`src/rtl/fifo_uart_tx.sv`:
```
// fifo_uart_tx
// Drains a show-ahead FIFO and sends each word as an asynchronous UART frame:
// one start bit (low), DATA_WIDTH data bits LSB first, an optional even-parity
// bit, then STOP_BITS stop bits (high). A word is popped only while idle, so
// the FIFO read strobe doubles as the flow-control handshake.
//
// Ports
//   clk        : system clock, all logic on the rising edge
//   reset      : synchronous, active-high reset
//   enable     : allows new frames to start; a frame in flight always finishes
//   fifo_empty : FIFO empty flag
//   fifo_data  : FIFO head word, valid whenever fifo_empty is low
//   fifo_rd_en : one-cycle pop strobe (combinational)
//   tx         : registered serial line, idle high
//   busy       : high while a frame is in progress
//   frame_done : one-cycle pulse in the idle cycle that follows the last stop bit
module fifo_uart_tx #(
    parameter int DATA_WIDTH   = 8,
    parameter int CLKS_PER_BIT = 16,
    parameter int PARITY_EN    = 0,
    parameter int STOP_BITS    = 1
) (
    input  logic                  clk,
    input  logic                  reset,
    input  logic                  enable,
    input  logic                  fifo_empty,
    input  logic [DATA_WIDTH-1:0] fifo_data,
    output logic                  fifo_rd_en,
    output logic                  tx,
    output logic                  busy,
    output logic                  frame_done
);

    localparam int CW = $clog2(CLKS_PER_BIT);
    localparam int BW = $clog2(DATA_WIDTH) + 1;
    localparam logic [CW-1:0] BAUD_LAST = CW'(CLKS_PER_BIT - 1);
    localparam logic [BW-1:0] LAST_DATA = BW'(DATA_WIDTH - 1);
    localparam logic [BW-1:0] LAST_STOP = BW'(STOP_BITS - 1);

    typedef enum logic [2:0] {
        IDLE,
        START,
        DATA,
        PARITY,
        STOP
    } state_t;

    state_t                state_q, state_d;
    logic [CW-1:0]         baud_q, baud_d;
    logic [BW-1:0]         bit_q, bit_d;
    logic [DATA_WIDTH-1:0] shreg_q, shreg_d;
    logic                  par_q, par_d;
    logic                  tx_q, tx_d;
    logic                  done_q, done_d;
    logic                  baud_wrap;

    function automatic logic even_parity(input logic [DATA_WIDTH-1:0] w);
        return ^w;
    endfunction

    assign fifo_rd_en = (state_q == IDLE) && enable && !fifo_empty && !reset;
    assign baud_wrap  = (baud_q == BAUD_LAST);

    assign tx         = tx_q;
    assign busy       = (state_q != IDLE);
    assign frame_done = done_q;

    // The next line level is decided one edge ahead, so tx_q only ever
    // changes on the edge that starts a new bit.
    always_comb begin
        state_d = state_q;
        baud_d  = baud_q + 1'b1;
        bit_d   = bit_q;
        shreg_d = shreg_q;
        par_d   = par_q;
        tx_d    = tx_q;
        done_d  = 1'b0;

        case (state_q)
            IDLE: begin
                baud_d = '0;
                bit_d  = '0;
                tx_d   = 1'b1;
                if (fifo_rd_en) begin
                    state_d = START;
                    shreg_d = fifo_data;
                    par_d   = even_parity(fifo_data);
                    tx_d    = 1'b0;
                end
            end
            START: begin
                if (baud_wrap) begin
                    baud_d  = '0;
                    bit_d   = '0;
                    state_d = DATA;
                    tx_d    = shreg_q[0];
                    shreg_d = shreg_q >> 1;
                end
            end
            DATA: begin
                if (baud_wrap) begin
                    baud_d = '0;
                    if (bit_q == LAST_DATA) begin
                        bit_d = '0;
                        if (PARITY_EN != 0) begin
                            state_d = PARITY;
                            tx_d    = par_q;
                        end else begin
                            state_d = STOP;
                            tx_d    = 1'b1;
                        end
                    end else begin
                        bit_d   = bit_q + 1'b1;
                        tx_d    = shreg_q[0];
                        shreg_d = shreg_q >> 1;
                    end
                end
            end
            PARITY: begin
                if (baud_wrap) begin
                    baud_d  = '0;
                    bit_d   = '0;
                    state_d = STOP;
                    tx_d    = 1'b1;
                end
            end
            STOP: begin
                // bit_q counts stop bits here so two stop bits reuse the same counter
                if (baud_wrap) begin
                    baud_d = '0;
                    if (bit_q == LAST_STOP) begin
                        bit_d   = '0;
                        state_d = IDLE;
                        done_d  = 1'b1;
                    end else begin
                        bit_d = bit_q + 1'b1;
                    end
                    tx_d = 1'b1;
                end
            end
            default: begin
                state_d = IDLE;
                baud_d  = '0;
                bit_d   = '0;
                tx_d    = 1'b1;
            end
        endcase
    end

    always_ff @(posedge clk) begin
        if (reset) begin
            state_q <= IDLE;
            baud_q  <= '0;
            bit_q   <= '0;
            shreg_q <= '0;
            par_q   <= 1'b0;
            tx_q    <= 1'b1;
            done_q  <= 1'b0;
        end else begin
            state_q <= state_d;
            baud_q  <= baud_d;
            bit_q   <= bit_d;
            shreg_q <= shreg_d;
            par_q   <= par_d;
            tx_q    <= tx_d;
            done_q  <= done_d;
        end
    end

endmodule

```
`config.mk`:
```
export PLATFORM = sky130hd
export DESIGN_NAME = fifo_uart_tx
export DESIGN_NICKNAME = d
export VERILOG_FILES = /design/src/rtl/fifo_uart_tx.sv
export SDC_FILE = /design/constraint.sdc
export NUM_CORES = 1
export LEC_CHECK = 0
export CAP_MARGIN = 5
export CELL_PAD_IN_SITES_DETAIL_PLACEMENT = 1
export CELL_PAD_IN_SITES_GLOBAL_PLACEMENT = 2
export CORE_ASPECT_RATIO = 0.5
export CORE_MARGIN = 1
export CORE_UTILIZATION = 35
export CTS_CLUSTER_SIZE = 14
export DETAILED_ROUTE_END_ITERATION = 7
export PLACE_DENSITY_LB_ADDON = 0.3
export SLEW_MARGIN = 5
export SYNTH_ARGS = -nofsm -noshare
export SYNTH_HDL_FRONTEND = slang
export SYNTH_SLANG_ARGS = --single-unit
```
`constraint.sdc`:
```
create_clock -name clk -period 2.9 [get_ports clk]
set_input_delay 0.58 -clock clk [delete_from_list [all_inputs] [get_ports clk]]
set_output_delay 0.58 -clock clk [all_outputs]
set_load 0.005 [all_outputs]
```
* Yosys cells after proc, flatten, opt, wreduce, memory -nomap -nowiden *
Cells that the tools add are included.

storage, ports and cells
  output and inout bits = 4
  logic and storage cells = 71
  input port bits = 12
  register bits = 21

operators by class
  reductions and logical operators = 18
  bitwise gates (word level) = 3
  add/sub/neg operators = 2
  muxes and demuxes = 26
  eq/ne operators = 16

operator list
  operator                                                         count
  8-bit two-way mux                                                4
  8-bit case mux with 3 select lines                               1
  3-bit two-way mux                                                7
  4-bit two-way mux                                                5
  2-bit != test, second input constant                             8
  3-bit case mux with 5 select lines                               1
  4-bit case mux with 3 select lines                               1
  4-bit by 1-bit adder with 4-bit output, second input constant    2
  7-bit AND reduction                                              1
  3-bit by 2-bit == test with 1-bit output, second input constant  2
  1-bit two-way mux                                                6
  3-bit AND reduction                                              2
  3-bit nonzero test                                               2
  3-bit OR reduction                                               2
  5-bit AND reduction                                              1
  4-bit by 3-bit == test with 1-bit output, second input constant  1
  4-bit == test, second input constant                             1
  4-bit logical NOT                                                1
  2-bit by 1-bit != test with 1-bit output, second input constant  2
  1-bit case mux with 4 select lines                               1
  2-bit OR reduction                                               2
  4-bit OR reduction                                               1
  3-bit by 1-bit == test with 1-bit output, second input constant  1
  3-bit == test, second input constant                             1
  4 further kinds                                                  9

* Longest topological paths before layout *
  word-level depth = 6
  mapped depth = 6
  mapped depth without buffers = 6

* Worst setup path after synthesis *
OpenSTA, ideal clock, no wires.

  path kind = in2reg
  start = input fifo_empty
  end = register shreg_q[7]
  setup time = 139 ps
  arrival = 1,636 ps
  data required time = 2,761 ps
  path buffers = 1
  path slack = 1,125 ps
  stages on the path = 5
  path through = or4b_1 > o311ai_4 > and2_1 > buf_4 > o32ai_1

between the ends
  word-level cells in the longest chain between the ends = 5

RTL lines
  item                                  RTL line  text
  start, declared                       26        input logic fifo_empty,
  1-bit logical NOT                     61        assign fifo_rd_en = (state_q == IDLE) && enable && !fifo_empty && !reset;
  1-bit logical AND (2 in a row)        61
  2-bit != test (no source line)        n/a
  5-bit AND reduction (no source line)  n/a
  end signal, assigned                  163       shreg_q <= shreg_d;
  end, declared                         51        logic [DATA_WIDTH-1:0] shreg_q, shreg_d;

No other way between the ends.
A chain may end at the register's enable or synchronous reset.

* Worst setup path in the final report *
  start = input enable
  end = output fifo_rd_en

between the ends
  word-level cells in the longest chain between the ends = 3

RTL lines
  item                            RTL line  text
  start, declared                 25        input logic enable,
  1-bit logical AND (3 in a row)  61
  end, declared                   28        output logic fifo_rd_en,

No other way between the ends.

==> out/qor.yml <==
synth_edf_count: 0
power_frac_seq: 0.534
yosysSeqAreaShare: 0.3692
antenna_left: 0
seqCellArea_um2: 420.4
setup_viol: 0
reg2reg_depth: 5
num_vias: 978
top_usage_layer: "met2"
p_leak_nw: 0.4383
ys.flop_type: "dfxtp_1"
grtUsageMet3: 0.05870
required_ps: 2320
min_period_ps: 2562
path_buf_inv: 3
cp.depth: 5
cp_slowest_cell: "clkdlybuf4s50_1"
synth_top_area_share: 0.3692
drtIter0Drc: 42
cpMostUsedCell: "clkdlybuf4s50_1"
switching_share: 0.2468
finalSetupTns_ps: 0
grt_pass1_vias: 968
die_x_um: 82.66
gp_congestion: 0.7313
internal_power_mw: 0.4295
diodes: 0
crit_path_cell_trace: "clkdlybuf4s50_1, nor3b_1, nand2b_1, inv_1, clkdlybuf4s50_1"
initial_core_util: 0.3736
cp_max_fo: 3
multiInputGateArea_um2: 651.9
cts-htree-levels: 1
startpoint_type: "primary input"
instances_no_fill: 181
ioPinCount: 16
fp-row-count: 14
drt_pass1_iterations: 4
via_per_inst: 5.403
synth_area_leader_cell: "dfxtp_1"
numPortBuffers: 15
slew_violations: 0
clkTransAtPathRegs_ps: 80
min_delay_path_depth: 1
hold_class: "reg2reg"
crit_family: "buffers and inverters"
area_growth_pct: 21.10
clock_latency_ps: 270
drc: 0
crit_arrival_ps: 1980
post_cts_buffers: 0
max_slew_margin: 0.6153
ys_warn_count: 0
grt_use_met2: 0.2623
cts_buffer_depth: 2
crit_path_end_kind: "output port"
grt_first_pass_wirelength_um: 4719
cts-resized-gates: 0
n_fill_cell: 358
grt_max_degree: 14
power_mw: 0.5702
combinationalPowerShare: 0.111
grt-ovfl-total: 0
die_y_um: 42.33
cts.sinks: 21
fin_nets: 157
syn_area_um2: 1139
ys_types: 40
max_stage_delay_ps: 500
max_slew.worst_pin.slew_ps: 569.8
core-area_um2: 3048
avgSynthCellArea_um2: 9.182
drive_above_1_share: 0.1135
peakVddDrop_uv: 139.6
fin_util: 0.4524
ys_async_sr_fraction: 0
path_class: "in2out"
grt_antenna_before_repair: 0
grtUsageMet1: 0.2603
drv_cap: 0
yosysMostFrequentCell: "dfxtp_1"
finalHoldViolations: 0
synthCells: 124
cts_hold_buf: 0
die-area_um2: 3499
hpwlAfterDp_um: 1922
root_buffer: "clkbuf_8"
wire_per_inst_um: 14.52
fmax_mhz: 390.4
p_sw_mw: 0.1407
pwr-share-clk: 0.356
yosys-top-cells-count: "dfxtp_1, a21oi_1, a211oi_1, mux2i_1, nand3_1"
place_ws_ps: 321.4
syn_nets: 139
cts-buffers-inserted: 3
fin_skew_ps: 5.377
grt_usage: 0.1817
synth.area.top_cells: "dfxtp_1, a21oi_1, mux2i_1"
finalCritPeriodShare: 0.8834
r2r_slack_ps: 960
p_per_area_nw_per_um2: 413.6
status: "finished, final reports clean"
post-place-cells: 177
wl_um: 2629
fin_ws_ps: 338.3
ys_ff_latch: 21
cts_tree: "done"
rsz0062_at_grt: "no"
[per-stage QoR]
step	hold slack, ps	cell area (µm²)
floorplan	426.6	1139
global route	484.9	1379
finish	457.4	1379
CTS	465.1	1379
global placement	444.0	1333
detailed placement	452.6	1333
[worst register-to-register path, stage by stage, from the launching register on]
cell	delay (ps)
dfxtp_1	350
ha_1	260
and3b_2	260
o311ai_4	450
and2_1	370
a211oi_1	130
[registers in the layout (all words and copies together) (netlist names)]
name,cells
shreg_q,8
frame_done,1
state_q,3
baud_q,4
tx,1
bit_q,4
[power groups by stage]
| stage | clock network (mW) | logic, mW | registers, mW |
|---|---|---|---|
| floorplan | 0 | 0.0373 | 0.309 |
| global placement | 0 | 0.0632 | 0.311 |
| detailed placement | 0 | 0.0639 | 0.311 |
| CTS | 0.212 | 0.0640 | 0.305 |
| global route | 0.225 | 0.0701 | 0.306 |
| finish | 0.203 | 0.0631 | 0.304 |
[final cells by class]
| cell class | count | share of cell area |
|---|---|---|
| well taps | 40 | 0.03630 |
| flip-flops and latches | 21 | 0.3049 |
| multi-input cells | 90 | 0.4728 |
| clock buffers | 3 | 0.02995 |
| inverters | 6 | 0.01633 |
| clock inverters | 1 | 0.003630 |
| repair buffers | 20 | 0.1361 |
[cells in the final DEF, fill, tap and decap left out, types with 3 or more instances in the layout]
| master | count |
|---|---|
| a211oi_1 | 7 |
| ha_1 | 3 |
| buf_4 | 5 |
| o21ai_0 | 4 |
| clkdlybuf4s50_1 | 15 |
| clkbuf_8 | 3 |
| nand2b_1 | 4 |
| nand3_1 | 7 |
| inv_1 | 6 |
| nand4b_1 | 3 |
| nand2_1 | 6 |
| dfxtp_1 | 21 |
| mux2i_1 | 7 |
| nor3_1 | 3 |
| a21oi_1 | 15 |
[kinds of logic after synthesis]
group                    share of synthesized area
XOR/XNOR                                   0.02308
flip-flops                                  0.3692
adder cells (fa/ha/maj)                    0.03297
AND/OR/NAND/NOR                             0.2418
buffers and inverters                      0.05824
AO/OA/AOI/OAI                               0.2132
multiplexers                               0.06154
[worst paths after layout]
check	to	start
max reg2reg	shreg_q[6]	bit_q[0]
min reg2reg	baud_q[0]	baud_q[0]
max	fifo_rd_en	enable
min	baud_q[0]	baud_q[0]
[per-layer routing]
metal  wire length [µm]  up-vias
li1                   -      497
met1               1405      466
met2               1136       13
met3                 79        2
met4                  8        0
met5                  0        -
No activity file was read; power rests on OpenSTA's default activity.
==> edit 1, RTL diff (config.mk and constraints unchanged) <==
Register the output `tx` once more; this adds one clock of latency there. The other outputs are not delayed to match. Comments in the files are not updated.
--- a/src/rtl/fifo_uart_tx.sv
+++ b/src/rtl/fifo_uart_tx.sv
@@ -63,3 +63,5 @@
 
-    assign tx         = tx_q;
+    always_ff @(posedge clk) begin
+        tx <= tx_q;
+    end
     assign busy       = (state_q != IDLE);
Behaviour: not the same (a bounded check fails within 4 cycles, from zero or initial values and one cycle with reset high).
==> edit 1 against the original RTL <==
  * Final cell count rose by 1.7%
  * Sequential cell count rose by 1
  * Synthesized cell count up 5.6%
  * Area after synthesis rose by 2.5%
  * Setup slack lost 180 ps
  * Global-route usage is 0.64 points lower
  * Wire length is 5.4% higher
  * Power up 19%
  * Final area grew 2.3%
  * Clock power increased by 43%
  * Sequential share of layout area up 0.74 points
  * Count of clock-buffer cells in the layout is the same
  * Via count increased by 2.0%
  * Sequential power up 4%
  * Critical path type unchanged
  * Largest cell class unchanged
==> edit 1: results (changes against the original RTL) <==
[synthesis]
ys_seq_area_share_pct=37.73  ; was 36.92%
ys.warnings.count=0  ; unchanged
ys_top_cells_by_count=22 x dfxtp_1, 11 x nor3_1, 8 x a211oi_1, 8 x mux2i_1, 7 x a21oi_1  ; was 21 x dfxtp_1, 15 x a21oi_1, 7 x a211oi_1, 7 x mux2i_1, 7 x nand3_1
post_synth.cell_area_avg_um2=8.911  ; was 9.182 µm²
ys_types=42  ; was 40
syn-num-nets=146  ; was 139
synth_area_leaders=dfxtp_1 38%, mux2i_1 6.9%, a211oi_1 5.1%  ; was dfxtp_1 37%, a21oi_1 6.6%, mux2i_1 6.2%

[setup_path]
cp.arrival_ps=2160  ; was 1980 ps
reg2reg_slack_ps=1100  ; was 960 ps
r2r_cells=5  ; unchanged
crit_slowest_cell=clkdlybuf4s50_1  ; unchanged
slowest_delay_ps=510
rr_startpoint=baud_q[0]  ; was bit_q[0]
reg2reg_to=shreg_q[3]  ; was shreg_q[6]
startpoint=enable  ; unchanged

[detailed_routing]
vias_per_cell=5.424  ; was 5.403
first_iter_violations=35  ; was 42
dr.pass1.iters=3  ; was 4
vias=998  ; was 978
wl_um=2772  ; was 2629 µm

[global_route]
grt_usage_pct=17.52  ; was 18.17%
antenna_found_initial=0  ; unchanged
grt_pass1_wl_um=4809  ; was 4719 µm
overflow=0  ; unchanged
grt_pass1_vias=991  ; was 968
grt_max_degree=24  ; was 14

[clock_tree]
cts_setup_buffers=0  ; unchanged
cts_root_buffer=clkbuf_8  ; unchanged
post_cts_resized=0  ; unchanged
h-tree-depth=1  ; unchanged
clk_pin_slew_ps=80  ; about the same
cts_buffers=3  ; unchanged
clk_path_buf_depth=2  ; unchanged
clock_latency_ps=270  ; about the same

[final_layout]
drive_above_1_share_pct=10.42  ; was 11.35%
reg_top3=shreg_q x8, baud_q x4, bit_q x4  ; unchanged
antenna_cells=0  ; unchanged
layout.nets=160  ; was 157

[timing]
clock_skew_ps=4.684  ; was 5.377 ps
maxSlewHeadroom_pct=65.18  ; was 61.53%
fin_crit_sh_pct=94.48  ; was 88.34%

[place]
dp_hpwl_um=1985  ; was 1922 µm
routabilityCongestion=0.6807  ; was 0.7313
dp.cells=180  ; was 177
numPortBuffers=15  ; unchanged
pre_cts_slack_ps=166.0  ; was 321.4 ps

[power]
vdd_drop_max_mv=0.2153  ; was 0.1396 mV
p_leak_nw=0.5155  ; was 0.4383 nW

[outcome]
status=finished clean  ; unchanged

==> edit 1: layout make-up <==
class / instances / area, µm²
well taps: 40 / 50.05
clock inverters: 1 / 30.03
flip-flops and latches: 22 / 440.4
fillers: 375 / 1673
repair buffers: 17 / 165.2
clock buffers: 3 / 41.29
inverters: 5 / 18.77
multi-input cells: 96 / 664.4
==> edit 1: where the power goes <==
part           leakage, nW  total [W]  switching (W)  internal, W
Clock               0.0357   0.000291       0.000107     0.000185
Sequential           0.179   0.000315     0.00000438     0.000311
Combinational        0.301  0.0000696      0.0000331    0.0000365
Total                0.516   0.000676       0.000144     0.000532
==> edit 1: how the worst min path moves through the flow <==
| stage | from | to | slack (ps) | cells after the start |
|---|---|---|---|---|
| finish | tx_q | tx | 350 | 0 |
| global route | tx_q | tx | 370 | 0 |
| CTS | tx_q | tx | 360 | 0 |
| detailed placement | tx_q | tx | 340 | 0 |
| global placement | tx_q | tx | 330 | 0 |
| floorplan | tx_q | tx | 320 | 0 |
==> edit 1: logic make-up after synthesis <==
group / count (synthesis) / share of synthesized area (%)
AOI/OAI and AO/OA: 28 / 15.76
xor gates and xnor gates: 3 / 2.251
adders and majority gates: 3 / 3.216
buffers and inverters: 13 / 5.358
DFF: 22 / 37.73
muxes: 8 / 6.860
and+or+nand+nor: 54 / 28.83
==> edit 1: worst max-delay path: cells and delay by family <==
kind	cells	cell delay, ps
AND/OR/NAND/NOR	2	610
buffers and inverters	2	980
==> edit 1: per-stage QoR <==
stage | util [%] | area (µm²)
after global routing | 45.74 | 1410
after detailed placement | 43.43 | 1339
after floorplan | - | 1167
after CTS | 45.74 | 1410
after global placement | 43.43 | 1339
final | 45.74 | 1410
==> edit 1: per-layer routing <==
layer  track usage, %  up-vias  part of all wire [%]
li1                 -      505                     -
met2            27.64       10                    43
met3            5.253        5                   2.9
met1            22.99      478                    53
met5                0        -                     0
met4            6.102        0                   1.2
==> edit 2, RTL diff (same flow settings) <==
Without the edit above. Change the parameter `PARITY_EN` from 0 to 1.
--- a/src/rtl/fifo_uart_tx.sv
+++ b/src/rtl/fifo_uart_tx.sv
@@ -19,3 +19,3 @@
     parameter int CLKS_PER_BIT = 16,
-    parameter int PARITY_EN    = 0,
+    parameter int PARITY_EN    = 1,
     parameter int STOP_BITS    = 1
Function: same outputs for any inputs over 10 cycles, from zero or initial values and one cycle with reset high; that may be too few to reach the edited logic, so the function may still have changed.
==> edit 2 against the original RTL <==
  * Wire length increased by 15%
  * Clock skew shrank 2.1 ps
  * Final cell count grew 14%
  * Sequential cell count up 1
  * Setup slack worse by 210 ps
  * Via count increased by 13%
  * Area after synthesis rose by 8.1%
  * Power increased by 10%
  * Sequential share of layout area fell by 0.79 points
  * Final area rose by 7.5%
  * Register-to-register slack about the same
  * Critical path depth decreased by 1
  * Largest cell class unchanged
  * Die area grew 7.8%
  * Core utilization grew 1.5 points
  * Critical path type unchanged
==> edit 2: results (changes against the original RTL) <==
[global_route]
grt_pass1_wl_um=5112  ; was 4719 µm
grt_pass1_vias=1115  ; was 968
grt_usage_pct=18.28  ; was 18.17%
antenna_found_initial=0  ; unchanged
grt_max_degree=25  ; was 14

[synthesis]
synth-main-ff-cell=dfxtp_1  ; unchanged
ys_seq_area_share_pct=35.77  ; was 36.92%
synth_area_leaders=dfxtp_1 36%, xnor2_1 7.1%, nor3_1 5.3%  ; was dfxtp_1 37%, a21oi_1 6.6%, mux2i_1 6.2%
syn-num-nets=158  ; was 139
synthArstFlopShare_pct=0  ; unchanged
ys_top_cells_by_count=22 x dfxtp_1, 13 x nor3_1, 12 x nand2_1  ; was 21 x dfxtp_1, 15 x a21oi_1, 7 x a211oi_1, 7 x mux2i_1, 7 x nand3_1
ys.warnings.count=0  ; unchanged
ys_types=39  ; was 40

[power]
vdd_drop_max_mv=0.1490  ; was 0.1396 mV
p_leak_nw=0.4909  ; was 0.4383 nW

[detailed_routing]
first_iter_violations=52  ; was 42
dr.pass1.iters=4  ; unchanged
vias_per_cell=5.319  ; was 5.403
wl_um=3020  ; was 2629 µm

[clock_tree]
cts_setup_buffers=0  ; unchanged
post_cts_resized=0  ; unchanged
h-tree-depth=1  ; unchanged
cts_root_buffer=clkbuf_8  ; unchanged
cts_buffers=3  ; unchanged
clk_pin_slew_ps=80  ; about the same
clock_latency_ps=270  ; about the same
clk_path_buf_depth=2  ; unchanged

[setup_path]
crit_fanout=2  ; was 3
crit_slowest_cell=clkdlybuf4s50_1  ; unchanged
slowest_delay_ps=530  ; was 500 ps
cp.arrival_ps=2190  ; was 1980 ps
cp_common_cell=clkdlybuf4s50_1  ; unchanged
cp_top_family=buffers and inverters  ; unchanged

[final_layout]
layout.nets=175  ; was 157
antenna_cells=0  ; unchanged
drive_above_1_share_pct=11.95  ; was 11.35%
reg_top3=shreg_q x8, baud_q x4, bit_q x4  ; unchanged
regMostFlops=shreg_q  ; unchanged
num-fill-cells=386  ; was 358

[place]
routabilityCongestion=0.7344  ; was 0.7313
dp_hpwl_um=2141  ; was 1922 µm
numPortBuffers=15  ; unchanged
post_dp_cell_area_um2=1428  ; was 1333 µm²

[timing]
clock_skew_ps=3.250  ; was 5.377 ps
maxSlewHeadroom_pct=57.37  ; was 61.53%

[hold_path]
holdCritPathClass=register to register  ; unchanged

[outcome]
status=finished clean  ; unchanged

-- edit 2: cell type report --
class                           instances  area [µm²]  area share [%]
Clock buffer                            4       55.05           3.713
Inverter                                5       18.77           1.266
Multi-Input combinational cell        108       720.7           48.61
Sequential cell                        22       440.4           29.70
Tap cell                               48       60.06           4.051
Timing Repair Buffer                   20       187.7           12.66
-- edit 2: kinds of logic after synthesis --
| logic type | count (synthesis) | synth area share [%] |
|---|---|---|
| AOI/OAI and AO/OA | 35 | 19.72 |
| xor gates and xnor gates | 12 | 8.537 |
| adders and majority gates | 3 | 3.049 |
| buffers and inverters | 13 | 5.691 |
| DFF | 22 | 35.77 |
| and+or+nand+nor | 58 | 27.24 |
-- edit 2: final timing paths --
path,from,to,slack [ps],cells past startpoint
setup reg to reg,baud_q[0],shreg_q[4],960,5
setup / recovery,enable,fifo_rd_en,130,4
hold reg to reg,baud_q[0],baud_q[0],470,1
hold / removal,baud_q[0],baud_q[0],470,1
-- edit 2: report_power, final --
group | internal (W) | switching (W)
combinational | 0.0000445 | 0.0000374
sequential | 0.000311 | 0.00000466
clock | 0.000121 | 0.000108
total | 0.000477 | 0.000150
-- edit 2: through the flow --
step | hold WS, ps | setup slack [ps] | utilization, % | instances
2_1_floorplan | 426.6 | 1041 | - | 143
3_3_place_gp | 448.1 | 109.4 | 45.03 | 203
3_5_place_dp | 455.2 | 104.4 | 45.03 | 203
4_1_cts | 467.9 | 98.02 | 46.76 | 207
5_1_grt | 488.4 | 48.92 | 46.76 | 207
6_report | 466.9 | 127.9 | 46.76 | 207
-- edit 2: per-layer routing --
metal	global-route usage [%]	vias to the layer above	share of wire (%)
li1	-	553	-
met1	21.86	530	49
met2	31.90	14	47
met3	4.571	4	2.6
met4	8.000	0	1.1
met5	0	-	0
